**src/rtl/cpu_sequencer.sv**
```systemverilog
// Multi-cycle FETCH/LOAD/EXEC control unit for the 16-bit-instruction ALU datapath.
// Define CPU_SEQUENCER_PERF_EN to add the retired/taken_br performance counters.
module cpu_sequencer #(
  parameter int PC_W  = 8,
  parameter int WIDTH = 8
) (
  input  logic             clk,
  input  logic             rst_n,
  input  logic             start,
  output logic             imem_en,
  output logic [PC_W-1:0]  imem_addr,
  input  logic [15:0]      imem_rdata,
  output logic [15:0]      instruction,
  output logic             write_en,
  input  logic [WIDTH-1:0] rd1,
  input  logic [WIDTH-1:0] rd2,
  output logic [PC_W-1:0]  pc,
  output logic             busy,
  output logic             halted
`ifdef CPU_SEQUENCER_PERF_EN
  ,
  output logic [31:0]      retired,
  output logic [15:0]      taken_br
`endif
);

  localparam logic [2:0] S_IDLE  = 3'd0;
  localparam logic [2:0] S_FETCH = 3'd1;
  localparam logic [2:0] S_LOAD  = 3'd2;
  localparam logic [2:0] S_EXEC  = 3'd3;
  localparam logic [2:0] S_HALT  = 3'd4;

  logic [2:0]      state_q, state_d;
  logic [PC_W-1:0] pc_q, pc_d;
  logic [15:0]     instr_q, instr_d;

  logic [1:0]      op_type;
  logic [1:0]      op_f;
  logic [3:0]      op_off;
  logic [7:0]      op_tgt;
  logic [PC_W-1:0] pc_plus1;
  logic [PC_W-1:0] off_ext;
  logic [PC_W+7:0] tgt_wide;
  logic [PC_W-1:0] tgt_pc;
  logic            exec_we;
  logic            br_taken;
  logic            restart;

  assign op_type  = instr_q[15:14];
  assign op_f     = instr_q[1:0];
  assign op_off   = instr_q[13:10];
  assign op_tgt   = instr_q[13:6];
  assign pc_plus1 = pc_q + {{(PC_W-1){1'b0}}, 1'b1};
  assign off_ext  = {{(PC_W-4){op_off[3]}}, op_off};
  // Widen then slice so the jump target zero-extends or truncates for any PC_W.
  assign tgt_wide = {{PC_W{1'b0}}, op_tgt};
  assign tgt_pc   = tgt_wide[PC_W-1:0];
  assign restart  = ((state_q == S_IDLE) || (state_q == S_HALT)) && start;

  always_comb begin
    state_d  = state_q;
    pc_d     = pc_q;
    instr_d  = instr_q;
    exec_we  = 1'b0;
    br_taken = 1'b0;
    case (state_q)
      S_IDLE, S_HALT: begin
        if (start) begin
          pc_d    = '0;
          state_d = S_FETCH;
        end
      end
      S_FETCH: state_d = S_LOAD;
      S_LOAD: begin
        instr_d = imem_rdata;
        state_d = S_EXEC;
      end
      S_EXEC: begin
        state_d = S_FETCH;
        pc_d    = pc_plus1;
        case (op_type)
          2'b00, 2'b01: exec_we = 1'b1;
          2'b10: begin
            if ((op_f == 2'b00 && rd1 == rd2) || (op_f == 2'b01 && rd1 != rd2)) begin
              br_taken = 1'b1;
              pc_d     = pc_plus1 + off_ext;
            end
          end
          default: begin
            if (op_f == 2'b00) begin
              pc_d = tgt_pc;
            end else if (op_f == 2'b11) begin
              pc_d    = pc_q;
              state_d = S_HALT;
            end
          end
        endcase
      end
      default: state_d = S_IDLE;
    endcase
  end

  always_ff @(posedge clk) begin
    if (!rst_n) begin
      state_q <= S_IDLE;
      pc_q    <= '0;
      instr_q <= 16'h0000;
    end else begin
      state_q <= state_d;
      pc_q    <= pc_d;
      instr_q <= instr_d;
    end
  end

  // Gating with rst_n keeps a reset that lands mid-EXEC from committing the write.
  assign write_en    = exec_we & rst_n;
  assign imem_en     = (state_q == S_FETCH);
  assign imem_addr   = pc_q;
  assign pc          = pc_q;
  assign instruction = instr_q;
  assign busy        = (state_q == S_FETCH) || (state_q == S_LOAD) || (state_q == S_EXEC);
  assign halted      = (state_q == S_HALT);

`ifdef CPU_SEQUENCER_PERF_EN
  logic [31:0] retired_q, retired_d;
  logic [15:0] taken_q, taken_d;

  always_comb begin
    retired_d = retired_q;
    taken_d   = taken_q;
    if (restart) begin
      retired_d = '0;
      taken_d   = '0;
    end else if (state_q == S_EXEC) begin
      if (retired_q != 32'hFFFF_FFFF) retired_d = retired_q + 32'd1;
      if (br_taken && taken_q != 16'hFFFF) taken_d = taken_q + 16'd1;
    end
  end

  always_ff @(posedge clk) begin
    if (!rst_n) begin
      retired_q <= '0;
      taken_q   <= '0;
    end else begin
      retired_q <= retired_d;
      taken_q   <= taken_d;
    end
  end

  assign retired  = retired_q;
  assign taken_br = taken_q;
`else
  logic unused_restart;
  assign unused_restart = restart | br_taken;
`endif

endmodule
```
**config.mk**
```make
export PLATFORM = sky130hd
export DESIGN_NAME = cpu_sequencer
export DESIGN_NICKNAME = d
export VERILOG_FILES = /design/src/rtl/cpu_sequencer.sv
export SDC_FILE = /design/constraint.sdc
export NUM_CORES = 1
export LEC_CHECK = 0
export CORE_ASPECT_RATIO = 1.75
export CORE_MARGIN = 5
export CORE_UTILIZATION = 45
export DETAILED_ROUTE_END_ITERATION = 6
export DONT_BUFFER_PORTS = 1
export PLACE_DENSITY = 0.67
export SETUP_SLACK_MARGIN = 0.15
export SLEW_MARGIN = 20
export SYNTH_ARGS = -nofsm -noshare
export SYNTH_HDL_FRONTEND = slang
export SYNTH_SLANG_ARGS = --single-unit
```
**constraint.sdc**
```tcl
create_clock -name clk -period 2.93 [get_ports clk]
set_input_delay 0.4395 -clock clk [delete_from_list [all_inputs] [get_ports clk]]
set_output_delay 0.4395 -clock clk [all_outputs]
set_load 0.01 [all_outputs]
```
==> flow_metrics.tcl, run 1 <==
set metrics [dict create \
    status "completed" \
    max-slew-margin-rel_pct 36.5 \
    hpwl_um 3870 \
    synth_most_common_cell "nand2_1" \
    cts_buffers 3 \
    grt_util_all_layers_pct 17.5 \
    crit_required_ns 3.11 \
    gp_congestion 0.821 \
    drtIter0Drc 51 \
    routed_wl_um 4930 \
    worstPathArrival_ns 2.80 \
    grt_max_degree 29 \
    ys_seq_elements 27 \
    async_flop_share_pct 0 \
    p_int_w 0.000566 \
    syn2layout_area_growth_pct 6.98 \
    comb_power_share_pct 23.5 \
    post-place-ws_ns 0.198 \
    final_cell_area_um2 2070 \
    core_um2 4150 \
    cp_max_fo 5 \
    fin_setup_tns_ns 0 \
    drv_cap 0 \
    overflow 0 \
    yosys.area.top_type "dfxtp_1" \
    nets 285 \
    clkTransAtPathRegs_ns 0.10 \
    clock_path_buffers 2 \
    antenna_cells 0 \
    final-seq-area_um2 544 \
    row_count 31 \
    cts_hold_buf 0 \
    power_frac_seq_pct 51.0 \
    pwr-share-clk_pct 25.5 \
    power_leakage_nw 0.762 \
    grt_pass1_wl_um 7940 \
    worst-setup-path-type "reg2reg" \
    die_area_um2 5770 \
    htree_levels 1 \
    setup_viol 0 \
    syn-cell-area_um2 1940 \
    viasPerCell 5.94 \
    finalHoldViolCount 0 \
    fin_crit_sh_pct 89.2 \
    die_width_um 59.6 \
    avgSynthCellArea_um2 7.91 \
    finalCriticalPeriod_ns 2.61 \
    hold_path.class "in2reg" \
    synth_edf_count 0 \
    rsz0062_at_grt "no" \
    ys_types 47 \
    die_h_um 96.8 \
    dr_total_vias 1718 \
    cts_tree "done" \
    ir_drop_mv 0.288 \
    worst_slew_pin_slew_ns 0.948 \
    synth_top_cell_area_share_pct 27.9 \
    synth_cells 245 \
    slew_viol_final 0 \
    grt_pass1_vias 1723 \
    synth_ff_type "dfxtp_1" \
    cts-root-buf "clkbuf_8" \
    ys_top_cells_by_area "dfxtp_1 28%, nand2_1 9.1%, xor2_1 6.8%, a21boi_0 5.4%, ha_1 5.2%" \
    io_buffers 0 \
    ys.warnings.count 0 \
    cts_sinks 27 \
    io_pins 71 \
    drive_gt1_share_pct 11.3 \
    p_switching_w 0.000295 \
    initial_core_util_pct 46.7 \
    syn_nets 289 \
    antenna_found_initial 0 \
    fin_skew_ns 0.00776 \
    clkLatencyLatePin_ns 0.28 \
    first_pass_iters 4 \
    startpoint_type "flip-flop" \
    finalPower_w 0.000861 \
    drc 0 \
    max_freq_mhz 382 \
    sw_frac_of_total_pct 34.3 \
    multiInputGateArea_um2 1330 \
    detail_route.wl_per_cell_um 17.1 \
    synth-seq-area-share_pct 27.9 \
    nFillCells 412 \
    ant_nets 0 \
    worst_slack_ns 0.315 \
    placedInstanceArea_um2 1960 \
    end_kind "flip-flop" \
    power_density_nw_per_um2 416 \
    fin_util_pct 49.9 \
    netlist_top_cells_count "47 x nand2_1, 27 x dfxtp_1, 15 x xor2_1" \
]
==> kinds of logic (layout without fill, tap and decap cells) <==
| logic type | count (synthesis) | after routing | share of synthesized area (%) |
|---|---|---|---|
| buffers and inverters | 25 | 20 | 6.40 |
| xor gates and xnor gates | 20 | 20 | 9.04 |
| adders and majority gates | 9 | 9 | 6.20 |
| DFF | 27 | 27 | 27.9 |
| AOI/OAI and AO/OA | 69 | 69 | 25.3 |
| and+or+nand+nor | 93 | 93 | 24.2 |
| muxes | 2 | 2 | 1.03 |
==> path summary, 6_finish.rpt <==
kind         slack (ns)         start            to  cells after the start
min reg2reg        0.52  imem_addr[1]  imem_addr[1]                      2
max                0.32  imem_addr[0]  imem_addr[7]                     12
max reg2reg        0.32  imem_addr[0]  imem_addr[7]                     12
min                0.28         rst_n    state_q[2]                      1
==> power by group through the flow <==
stage	Clock (W)	Sequential [W]	Combinational, W
floorplan	0	0.000434	0.000173
global placement	0	0.000447	0.000198
detailed placement	0	0.000448	0.000201
CTS	0.000225	0.000439	0.000200
global route	0.000236	0.000444	0.000228
finish	0.000220	0.000439	0.000202
==> per-layer routing <==
layer / routed length (um) / GRT usage [%] / vias up
met5: 0 / 0 / -
met1: 1850 / 18.8 / 779
met3: 288 / 2.93 / 21
li1: - / - / 844
met4: 274 / 10.8 / 0
met2: 2520 / 30.1 / 74
==> layout by cell type, fill, tap and decap left out, types with 2 or more instances in the layout <==
cell and count:
nor3b_1 4, o21ai_1 2, nor2_1 12, nand2_1 47, a32o_1 2, nand2b_1 3, nor3_1 5, and3_1 2
buf_4 8, a31oi_1 3, ha_1 6, xor2_1 12, a21boi_0 14, o31ai_1 2, a21o_1 3, dfxtp_1 26
clkbuf_8 3, a21oi_1 10, xor2_2 3, o22ai_1 4, o21ai_0 8, nor4_4 2, a221o_1 2, nand3_1 4
or2_1 2, xnor2_1 4, nor2b_1 4, a21oi_2 2, mux2i_1 2, a21boi_1 4, a211oi_1 2, inv_1 8
o21bai_1 2
==> critical path: stages (launching register included) <==
cell and delay (ns):
dfxtp_1 0.37, buf_4 0.18, nand3_1 0.10, xor2_1 0.19, inv_1 0.06, ha_1 0.32
o21ai_2 0.08, nor3_1 0.07, o31a_1 0.31, o21ai_1 0.11, or3b_1 0.37, o21bai_1 0.17
and4_1 0.19
==> flip-flops by register name, indices dropped and copies added, names as in the netlist <==
register     cells
instruction     16
imem_addr        8
state_q          3
==> layout make-up <==
class | count | area share (%)
Multi-Input combinational cell | 193 | 64.3
Sequential cell | 27 | 26.3
Tap cell | 49 | 2.96
Timing Repair Buffer | 8 | 2.90
Clock buffer | 4 | 2.17
Inverter | 8 | 1.45
==> through the flow <==
stage / hold slack (ns) / cells
2_1_floorplan: 0.477 / 245
3_3_place_gp: 0.501 / 284
3_5_place_dp: 0.512 / 284
4_1_cts: 0.275 / 288
5_1_grt: 0.274 / 289
6_report: 0.279 / 289
==> timing repair <==
item	in CTS	in global routing
resized for setup	0	11
setup endpoints to repair	0	1
buffers inserted	0	1
No activity file was read; power rests on OpenSTA's default activity.
==> run 2: changes to the inputs <==
--- a/config.mk
+++ b/config.mk
@@ -5,12 +5,11 @@
 export SDC_FILE = /design/constraint.sdc
 export NUM_CORES = 1
 export LEC_CHECK = 0
-export CORE_ASPECT_RATIO = 1.75
 export CORE_MARGIN = 5
-export CORE_UTILIZATION = 45
+export CORE_UTILIZATION = 25
 export DETAILED_ROUTE_END_ITERATION = 6
 export DONT_BUFFER_PORTS = 1
-export PLACE_DENSITY = 0.67
+export PLACE_DENSITY = 0.48
 export SETUP_SLACK_MARGIN = 0.15
 export SLEW_MARGIN = 20
 export SYNTH_ARGS = -nofsm -noshare
==> run 2 against run 1 <==
  * Sequential power is 0.9% lower
  * Clock power is 7% higher
  * Utilization is 21 points lower
  * Via count is 0.76% lower
  * Critical path type unchanged
  * Largest cell class unchanged
==> flow_metrics.tcl, run 2 (synthesized netlist as in run 1, its figures left out) <==
set metrics [dict create \
    status "completed" \
    viasPerCell 4.90 \
    routed_wl_um 5470 \
    hpwl_um 4250 \
    cts_buffers 3 \
    cts_tree "done" \
    die_width_um 98.0 \
    io_buffers 0 \
    clkTransAtPathRegs_ns 0.11 \
    worstPathArrival_ns 2.80 \
    fin_setup_tns_ns 0 \
    io_pins 71 \
    final_common_cell "nand2_1" \
    drtIter0Drc 157 \
    core_um2 7650 \
    htree_levels 1 \
    cts-root-buf "clkbuf_8" \
    fin_skew_ns 0.0140 \
    largest_register_ffs 16 \
    finalCriticalPeriod_ns 2.62 \
    initial_core_util_pct 25.3 \
    clkLatencyLatePin_ns 0.29 \
    slowest_delay_ns 0.38 \
    drv_cap 0 \
    drc 0 \
    cts_sinks 27 \
    crit_family "simple AND/OR/NAND/NOR gates" \
    grt_pass1_wl_um 8670 \
    ant_nets 0 \
    place_inst 342 \
    power_leakage_nw 0.799 \
    hold_path.class "in2reg" \
    fin_util_pct 28.5 \
    setup_viol 0 \
    die_area_um2 9610 \
    end_kind "flip-flop" \
    slew_viol_final 0 \
    dr_total_vias 1705 \
    clock_path_buffers 2 \
    first_pass_iters 5 \
    rsz0062_at_grt "no" \
    max-slew-margin-rel_pct 65.0 \
    cp_max_fo 5 \
    antenna_found_initial 0 \
    crit_required_ns 3.11 \
    row_count 32 \
    grt_util_all_layers_pct 11.2 \
    gp_congestion 0.783 \
    detail_route.wl_per_cell_um 15.7 \
    die_h_um 98.0 \
    fin_crit_sh_pct 89.5 \
    power_density_nw_per_um2 408 \
    finalHoldViolCount 0 \
    fin_hold_ws_ns 0.269 \
    worst-setup-path-type "reg2reg" \
    crit_chain "buf_4, nand3_1, xor2_2, inv_1, ha_1, o21ai_1, nor3_1, o31a_1, o21ai_1, or3b_1, o21bai_1, and4_1" \
    antenna_cells 0 \
    layout_common_cells "47 x nand2_1, 24 x dfxtp_1, 14 x a21boi_0, 14 x buf_4, 13 x xor2_1" \
    cp_slowest_cell "dfxtp_2" \
    syn2layout_area_growth_pct 12.4 \
    startpoint_type "flip-flop" \
    critPathMostFrequentCell "o21ai_1" \
    worst_slew_pin_slew_ns 0.524 \
    crit_buf_inv 2 \
    ir_drop_mv 0.180 \
    max_freq_mhz 381 \
    grt_pass1_vias 1660 \
    instances_no_fill 348 \
    nFillCells 834 \
    overflow 0 \
    drive_gt1_share_pct 13.8 \
    nets 291 \
    grt_max_degree 29 \
]
-- run 2: cell types whose count changed in the layout (fill, tap and decap cells not counted) --
| cell | previous run | this run |
|---|---|---|
| inv_6 | 0 | 1 |
| o21ai_2 | 1 | 0 |
| dfxtp_2 | 0 | 3 |
| dfxtp_1 | 26 | 24 |
| clkbuf_1 | 1 | 0 |
| xor2_1 | 12 | 13 |
| xor2_2 | 3 | 2 |
| dfxtp_4 | 1 | 0 |
| buf_4 | 8 | 14 |
| o21ai_1 | 2 | 3 |
-- run 2: power by group --
| part | leakage [nW] | total (W) | switching (W) | internal [W] |
|---|---|---|---|---|
| logic | 0.552 | 0.000217 | 0.000136 | 0.0000813 |
| registers | 0.221 | 0.000435 | 0.0000424 | 0.000393 |
| clock network | 0.0261 | 0.000235 | 0.000135 | 0.000100 |
| total | 0.799 | 0.000888 | 0.000313 | 0.000575 |
-- run 2: layout make-up --
| class | instances | area [um^2] | area share (%) |
|---|---|---|---|
| Inverter | 8 | 30.0 | 1.38 |
| Timing Repair Buffer | 14 | 105 | 4.83 |
| Clock buffer | 3 | 41.3 | 1.90 |
| Sequential cell | 27 | 544 | 25.0 |
| Tap cell | 102 | 128 | 5.86 |
| Multi-Input combinational cell | 193 | 1320 | 60.6 |
| Clock inverter | 1 | 8.76 | 0.402 |
-- run 2: what timing repair did --
action | in CTS | in global routing
hold buffers | 0 | 0
buffers inserted | 0 | 2
resized for setup | 0 | 10
setup endpoints to repair | 0 | 1
-- run 2: worst paths after layout --
path / from / cells after the start / to / slack (ns)
worst max-delay path: imem_addr[0] / 12 / imem_addr[7] / 0.31
worst min-delay path: imem_rdata[0] / 2 / instruction[0] / 0.27
worst max register to register: imem_addr[0] / 12 / imem_addr[7] / 0.31
worst min register to register: imem_addr[1] / 2 / imem_addr[1] / 0.50
-- run 2: layer usage --
metal	global-route usage (%)	part of all wire [%]	up-vias
met4	2.66	1.4	0
met2	16.9	46	71
met3	4.57	8.8	6
met1	14.9	44	771
met5	0	0	-
li1	-	-	857
-- run 2: metrics by stage --
step                total power, W  setup WS [ns]  instance area, um^2
floorplan                 0.000607          0.343                 1940
global placement          0.000660          0.200                 2060
detailed placement        0.000662          0.200                 2060
CTS                       0.000897          0.172                 2110
global route              0.000945          0.157                 2180
finish                    0.000888          0.306                 2180
==> run 3: changes to the inputs <==
--- a/config.mk
+++ b/config.mk
@@ -5,6 +5,7 @@
 export SDC_FILE = /design/constraint.sdc
 export NUM_CORES = 1
 export LEC_CHECK = 0
+export CORE_ASPECT_RATIO = 0.8
 export CORE_MARGIN = 5
 export CORE_UTILIZATION = 25
 export DETAILED_ROUTE_END_ITERATION = 6
==> run 3 against run 2 <==
  * Combinational power is essentially flat
  * First-iteration DRC count shrank 25%
  * Total power grew 0.41%
  * Register-to-register slack lost 0.02 ns
  * Die area grew 0.11%
  * Largest cell class unchanged
  * Highest routed layer is now met3
==> flow_metrics.tcl, run 3 (synthesized netlist as in run 1, its figures left out) <==
set metrics [dict create \
    initial_core_util_pct 26.0 \
    syn2layout_area_growth_pct 11.8 \
    viasPerCell 4.84 \
    grt_pass1_vias 1666 \
    routed_wl_um 5320 \
    ant_nets 0 \
    row_count 28 \
    min_from "rst_n" \
    first_pass_iters 4 \
    grt_util_all_layers_pct 11.2 \
    fin_setup_tns_ns 0 \
    status "completed" \
    setup_viol 0 \
    dr_total_vias 1694 \
    power_leakage_nw 0.795 \
    detail_route.wl_per_cell_um 15.2 \
    grt_pass1_wl_um 8520 \
    die_width_um 108 \
    clkLatencyLatePin_ns 0.28 \
    hold_path_depth 1 \
    finalCriticalPeriod_ns 2.65 \
    finalHoldViolCount 0 \
    rsz0062_at_grt "no" \
    cp_max_fo 6 \
    core_um2 7460 \
    fin_skew_ns 0.00251 \
    max_freq_mhz 378 \
    die_h_um 88.7 \
    r2r_cells 10 \
    overflow 0 \
    final_common_cell "nand2_1" \
    max-slew-margin-rel_pct 35.6 \
    reg2reg_slack_ns 0.28 \
    htree_levels 1 \
    clock_path_buffers 2 \
    drive_gt1_share_pct 12.2 \
    largest_register_ffs 16 \
    fin_util_pct 29.0 \
    slew_viol_final 0 \
    timing.rr.start "imem_addr[0]" \
    r2r_end "imem_addr[7]" \
    io_buffers 0 \
    io_pins 71 \
    grt_max_degree 29 \
    worst-setup-path-type "reg2reg" \
    startpoint_type "flip-flop" \
    cts_buffers 3 \
    crit_chain "ha_1, xor2_1, ha_1, o21ai_1, nor3_1, o31a_1, o21ai_1, or3b_1, o21bai_1, and4_1" \
    cts_hold_buf 0 \
    drc 0 \
    end_kind "flip-flop" \
    cts-root-buf "clkbuf_8" \
    clkTransAtPathRegs_ns 0.10 \
    ir_drop_mv 0.253 \
    drv_cap 0 \
    layout_common_cells "47 x nand2_1, 25 x dfxtp_1, 14 x xor2_1, 14 x a21boi_0, 13 x buf_4" \
    fin_crit_sh_pct 90.3 \
    crit_required_ns 3.12 \
    hold_path.class "in2reg" \
    worstPathArrival_ns 2.83 \
    cts_sinks 27 \
    power_density_nw_per_um2 412 \
    drtIter0Drc 118 \
    die_area_um2 9620 \
    cp_slowest_cell "dfxtp_4" \
    cts_tree "done" \
    slowest_delay_ns 0.38 \
    nets 290 \
    antenna_cells 0 \
    antenna_found_initial 0 \
    gp_congestion 0.807 \
    hpwl_um 4250 \
    worst_slew_pin_slew_ns 0.962 \
    worstHoldEndpoint "state_q[2]" \
]
==> run 3: cell types whose count changed in the layout (fill, tap and decap cells not counted), sizes merged <==
cell | previous run | this run
buf | 14 | 13
==> run 3: area by class of cell <==
| cell class | instances | area [um^2] |
|---|---|---|
| Multi-Input combinational cell | 193 | 1310 |
| Fill cell | 815 | 5300 |
| Clock buffer | 3 | 41.3 |
| Timing Repair Buffer | 13 | 97.6 |
| Sequential cell | 27 | 546 |
| Inverter | 8 | 30.0 |
| Clock inverter | 1 | 8.76 |
| Tap cell | 105 | 131 |
==> run 3: layer usage <==
layer	routed length (um)	GRT usage [%]	vias up
met3	646	5.18	0
met2	2190	16.4	68
met5	0	0	-
li1	-	-	852
met4	0	0.917	0
met1	2480	15.6	774
==> run 3: what timing repair did <==
item,4_1_cts,5_1_grt
endpoints found under the setup margin,0,1
resized for setup,0,8
setup buffers,0,1
==> run 3: per-stage QoR <==
stage / total power (W) / hold slack, ns / cell area, um^2 / setup slack (ns) / instances
global route: 0.000947 / 0.271 / 2160 / 0.146 / 350
global placement: 0.000660 / 0.502 / 2060 / 0.238 / 345
finish: 0.000891 / 0.277 / 2160 / 0.284 / 350
CTS: 0.000898 / 0.273 / 2110 / 0.187 / 349
detailed placement: 0.000664 / 0.511 / 2060 / 0.203 / 345
floorplan: 0.000607 / 0.477 / 1940 / 0.343 / 245
==> run 3: worst max path at each step <==
stage	start	endpoint	slack, ns	depth (start not counted)
floorplan	imem_addr[0]	imem_addr[7]	0.34	10
global placement	imem_addr[0]	imem_addr[7]	0.24	10
detailed placement	imem_addr[0]	imem_addr[7]	0.20	12
CTS	imem_addr[0]	imem_addr[7]	0.19	9
global route	imem_addr[0]	imem_addr[7]	0.15	12
finish	imem_addr[0]	imem_addr[7]	0.28	10
==> run 3: worst max-delay path, delay by kind of cell, from the launching register on <==
kind	cells	cell delay [ns]
AOI/OAI and AO/OA	4	0.76
xor gates and xnor gates	1	0.22
adders and majority gates	2	0.54
DFF	1	0.38
and+or+nand+nor	3	0.64
==> run 3: power by group <==
group          total, W  leakage, nW  switching [W]  internal [W]
logic          0.000219        0.548       0.000137     0.0000821
registers      0.000436        0.220      0.0000437      0.000393
clock network  0.000236       0.0261       0.000135      0.000100
total          0.000891        0.795       0.000316      0.000575
